`config.mk`:
```
export PLATFORM = sky130hd
export DESIGN_NAME = serial_add_ctrl
export DESIGN_NICKNAME = d
export VERILOG_FILES = /design/src/rtl/serial_add_ctrl.sv
export SDC_FILE = /design/constraint.sdc
export NUM_CORES = 1
export LEC_CHECK = 0
export CAP_MARGIN = 20
export CELL_PAD_IN_SITES_DETAIL_PLACEMENT = 2
export CELL_PAD_IN_SITES_GLOBAL_PLACEMENT = 2
export CORE_ASPECT_RATIO = 0.75
export CORE_MARGIN = 2
export CORE_UTILIZATION = 31
export CTS_BUF_LIST = sky130_fd_sc_hd__clkbuf_8 sky130_fd_sc_hd__clkbuf_16
export DETAILED_ROUTE_END_ITERATION = 12
export PLACE_DENSITY_LB_ADDON = 0.1
export SLEW_MARGIN = 20
export SYNTH_ARGS = -nofsm -noshare
export SYNTH_HDL_FRONTEND = slang
export SYNTH_SLANG_ARGS = --single-unit
```
`constraint.sdc`:
```
create_clock -name clk -period 1.55 [get_ports clk]
set_clock_uncertainty 0.05 [all_clocks]
set_input_delay 0.2325 -clock clk [delete_from_list [all_inputs] [get_ports clk]]
set_output_delay 0.2325 -clock clk [all_outputs]
set_load 0.01 [all_outputs]
```
`src/rtl/serial_add_ctrl.sv`:
```
// Bit-serial adder sequencer: one full-adder cell stepped LSB-first across two
// WIDTH-bit operands, with a start/busy/done handshake around it.
module serial_add_ctrl #(
    parameter int WIDTH = 8
) (
    input  logic             clk,
    input  logic             rst,
    input  logic             start,
    input  logic [WIDTH-1:0] A,
    input  logic [WIDTH-1:0] B,
    input  logic             Cin,
    output logic             busy,
    output logic             done,
    output logic [WIDTH-1:0] Su,
    output logic             Ca
);

    localparam int CW = $clog2(WIDTH);
    localparam logic [CW-1:0] LAST = CW'(WIDTH - 1);

    typedef enum logic [1:0] {
        IDLE,
        RUN,
        DONE
    } state_e;

    state_e           state_q, state_d;
    logic [WIDTH-1:0] op_a_q, op_a_d;
    logic [WIDTH-1:0] op_b_q, op_b_d;
    logic [WIDTH-1:0] sum_q, sum_d;
    logic [CW-1:0]    cnt_q, cnt_d;
    logic             cy_q, cy_d;
    logic             ca_q, ca_d;
    logic             busy_q, busy_d;
    logic             done_q, done_d;

    // Full-adder cell built as half adder + half adder + OR.
    logic ha0_s, ha0_c, ha1_s, ha1_c, cell_s, cell_c;
    assign ha0_s  = op_a_q[0] ^ op_b_q[0];
    assign ha0_c  = op_a_q[0] & op_b_q[0];
    assign ha1_s  = ha0_s ^ cy_q;
    assign ha1_c  = ha0_s & cy_q;
    assign cell_s = ha1_s;
    assign cell_c = ha0_c | ha1_c;

    always_comb begin
        // NOTE: every *_d gets its hold value first, so no path through the case leaves a latch.
        state_d = state_q;
        op_a_d  = op_a_q;
        op_b_d  = op_b_q;
        sum_d   = sum_q;
        cnt_d   = cnt_q;
        cy_d    = cy_q;
        ca_d    = ca_q;
        case (state_q)
            IDLE: begin
                if (start) begin
                    op_a_d  = A;
                    op_b_d  = B;
                    cy_d    = Cin;
                    cnt_d   = '0;
                    sum_d   = '0;
                    state_d = RUN;
                end
            end
            RUN: begin
                sum_d  = {cell_s, sum_q[WIDTH-1:1]};
                op_a_d = {1'b0, op_a_q[WIDTH-1:1]};
                op_b_d = {1'b0, op_b_q[WIDTH-1:1]};
                cy_d   = cell_c;
                if (cnt_q == LAST) begin
                    ca_d    = cell_c;
                    state_d = DONE;
                end else begin
                    cnt_d = cnt_q + 1'b1;
                end
            end
            DONE:    state_d = IDLE;
            default: state_d = IDLE;
        endcase
        // Handshake flags are registered copies of the next-state decode.
        busy_d = (state_d != IDLE);
        done_d = (state_d == DONE);
    end

    always_ff @(posedge clk) begin
        // NOTE: non-blocking assignments keep every flop sampling pre-edge values.
        if (rst) begin
            state_q <= IDLE;
            op_a_q  <= '0;
            op_b_q  <= '0;
            sum_q   <= '0;
            cnt_q   <= '0;
            cy_q    <= 1'b0;
            ca_q    <= 1'b0;
            busy_q  <= 1'b0;
            done_q  <= 1'b0;
        end else begin
            state_q <= state_d;
            op_a_q  <= op_a_d;
            op_b_q  <= op_b_d;
            sum_q   <= sum_d;
            cnt_q   <= cnt_d;
            cy_q    <= cy_d;
            ca_q    <= ca_d;
            busy_q  <= busy_d;
            done_q  <= done_d;
        end
    end

    assign busy = busy_q;
    assign done = done_q;
    assign Su   = sum_q;
    assign Ca   = ca_q;

endmodule

```
==> reports/results.ini, run 1 <==
[clocking]
cts_resized=0
holdBufCountCts=0
insertion_delay_ns=0.28
cts_buffers=5
postCtsSetupRepairBufs=0
cts_sinks=33
cts_buffer_depth=2
cts.clk_slew.worst_paths_ns=0.07
cts.htree.levels=2
cts_tree=built
root_buffer=clkbuf_8

[power_and_ir_drop]
p_switching_uw=494
seqPwrFrac_pct=50.0
internal_power_uw=1360
vdd.ir_drop.worst_v=0.000498
power.share.clock_pct=34.4
power_density_mw_per_mm2=953
netSwitchingFraction_pct=26.7
leakage_uw=0.000735
combPwrFrac_pct=15.5

[critical_path]
critPathLaunchType=register
critPathMaxFanout=3
crit_arrival_ns=1.20
critPathSlowestCell=clkdlybuf4s50_1
cp.required_ns=1.27
critical_path.max_stage_delay_ns=0.55
endpoint_kind=output port
cp_cell_sequence=clkdlybuf4s50_1
worst-path-buf-inv=1
crit_type=register to output port
cp_top_family=buffers and inverters

[floorplan]
rows=21
ios=31
initial_utilization_pct=32.4
fp.dieW_um=83.1
core-area_sq_mm=0.00449
fp.dieArea_sq_mm=0.00526
die_h_um=63.3

[sta]
tns_ns=0
setup_viol=0
clock.fmax_ghz=0.675
hold_violations=0
worst_pin_slew_ns=0.372
setup_slack_ns=0.0695
min_period_over_period_pct=95.5
rsz0062_at_grt=no
slew_violations=0
min_period_ns=1.48
slew_headroom_pct=75.1
holdWs_ns=0.410

[detailed_routing]
ant_nets=0
wl_per_cell_um=15.0
route.detailed.drc=0
vias=1166
first_pass_iters=4
vias_per_cell=4.92
drtIter0Drc=32
wl_mm=3.55

[yosys]
synth_cells=144
syn-cell-area_sq_mm=0.00146
syn_nets=167
seq_area_frac_synth_pct=45.4
synth_cell_type_count=28
syn_avg_cell_area_sq_um=10.1
ys_ff_latch=33
yosys_warnings=0

[cells_and_area]
final_common_cell=dfxtp_1
final_cell_mix=dfxtp_1, clkdlybuf4s50_1, nor2_1, mux2i_1, a211oi_2
finish.utilization_pct=43.2
n_fill_cell=466
area_growth_pct=33.4
antennaDiodeCount=0
final_nets=202
finalInstanceArea_sq_mm=0.00194
drive_above_1_share_pct=18.9

[placed_design]
dp_hpwl_mm=2.57
pre_cts_ws_ns=-0.163
place.gp.congestion=0.662
numPortBuffers=30
placed_cell_area_sq_mm=0.00184

[outcome]
run_status=finished clean

[min_path]
min_path_type=register to register

[global_routing]
grt_overflow=0
grt_pass1_vias=1239
grt_pass1_wl_mm=6.05
grt_max_degree=28
grt_antenna_before_repair=0
track_usage_pct=14.6

[job]
maxCapViolCount=0

==> logic make-up after synthesis <==
group           Yosys count  synth area share, %
mux                      12                 8.25
simple gates             46                 15.8
compound gates           35                 21.1
buf+inv                  15                 6.36
flops                    33                 45.4
fa+ha+maj                 3                 3.10
==> power by group through the flow <==
stage | Combinational, uW | Clock [uW] | Sequential (uW)
detailed placement | 289 | 0 | 946
global route | 319 | 701 | 934
global placement | 276 | 0 | 942
floorplan | 185 | 0 | 936
CTS | 291 | 665 | 927
finish | 287 | 637 | 926
==> synth_stat cells <==
library cell   n  area (sq um)
mux2i_1       12           120
nand2b_1       7          43.8
nor3_1         2          10.0
buf_6          4          45.0
fa_1           1          20.0
dfxtp_1       33           661
o21ba_1        1          10.0
a22oi_1        9          67.6
o21bai_1       1          7.51
a21oi_1        6          30.0
ha_1           2          25.0
a211oi_2      12           150
a211oi_1       1          7.51
or3b_2         2          17.5
buf_2          2          10.0
nor2b_1        1          6.26
o21ai_0        2          10.0
nor4b_2        1          15.0
nor2_1        24          90.1
inv_1          4          15.0
and3b_1        2          17.5
buf_4          1          7.51
nand2_1        6          22.5
nor3b_1        1          7.51
o31ai_1        1          7.51
o211ai_1       1          7.51
clkbuf_1       4          15.0
a311oi_1       1          8.76
==> layer usage <==
layer,track usage [%],vias up,share of wire (%)
li1,-,574,-
met1,16.9,560,46
met2,25.2,25,48
met3,4.85,7,4.2
met4,5.33,0,1.7
met5,0,-,0
==> flip-flops by register name, indices dropped and copies added (netlist names) <==
| name | cells |
|---|---|
| Ca | 1 |
| Su | 8 |
| busy | 1 |
| cnt_q | 3 |
| cy_q | 1 |
| done | 1 |
| op_a_q | 8 |
| op_b_q | 8 |
| state_q | 2 |
==> path summary, 6_finish.rpt <==
kind / startpoint / to / slack (ns) / cells past startpoint
hold / removal: cy_q / cy_q / 0.41 / 2
hold reg to reg: cy_q / cy_q / 0.41 / 2
setup / recovery: Su[7] / Su[7] / 0.07 / 1
setup reg to reg: cnt_q[0] / cnt_q[2] / 0.13 / 5
==> stage by stage <==
stage	total power [uW]	cells
after global placement	1220	229
after detailed placement	1230	229
final	1850	237
after CTS	1880	237
after floorplan	1120	144
after global routing	1950	237
==> area by class of cell <==
type,count,area (sq um),area share [%]
clock buffers,5,68.8,3.54
clock inverters,3,17.5,0.902
inverters,4,15.0,0.773
multi-input cells,96,714,36.8
flip-flops and latches,33,662,34.1
well taps,57,71.3,3.67
repair buffers,39,393,20.2
==> worst reg2reg max path, stage by stage, from the launching register on <==
cell      delay (ns)
dfxtp_1         0.32
ha_1            0.21
ha_1            0.24
nand2b_1        0.18
a21oi_2         0.19
o21ai_0         0.11
Power figures use the tool's default switching activity.
==> inputs of run 2 (changes only) <==
ABC_CLOCK_PERIOD_IN_PS = 1550   (was unset)
TNS_END_PERCENT = 100   (was unset)
==> results of run 2 <==
No change in the layout: final DEF, timing and power equal those of run 1.
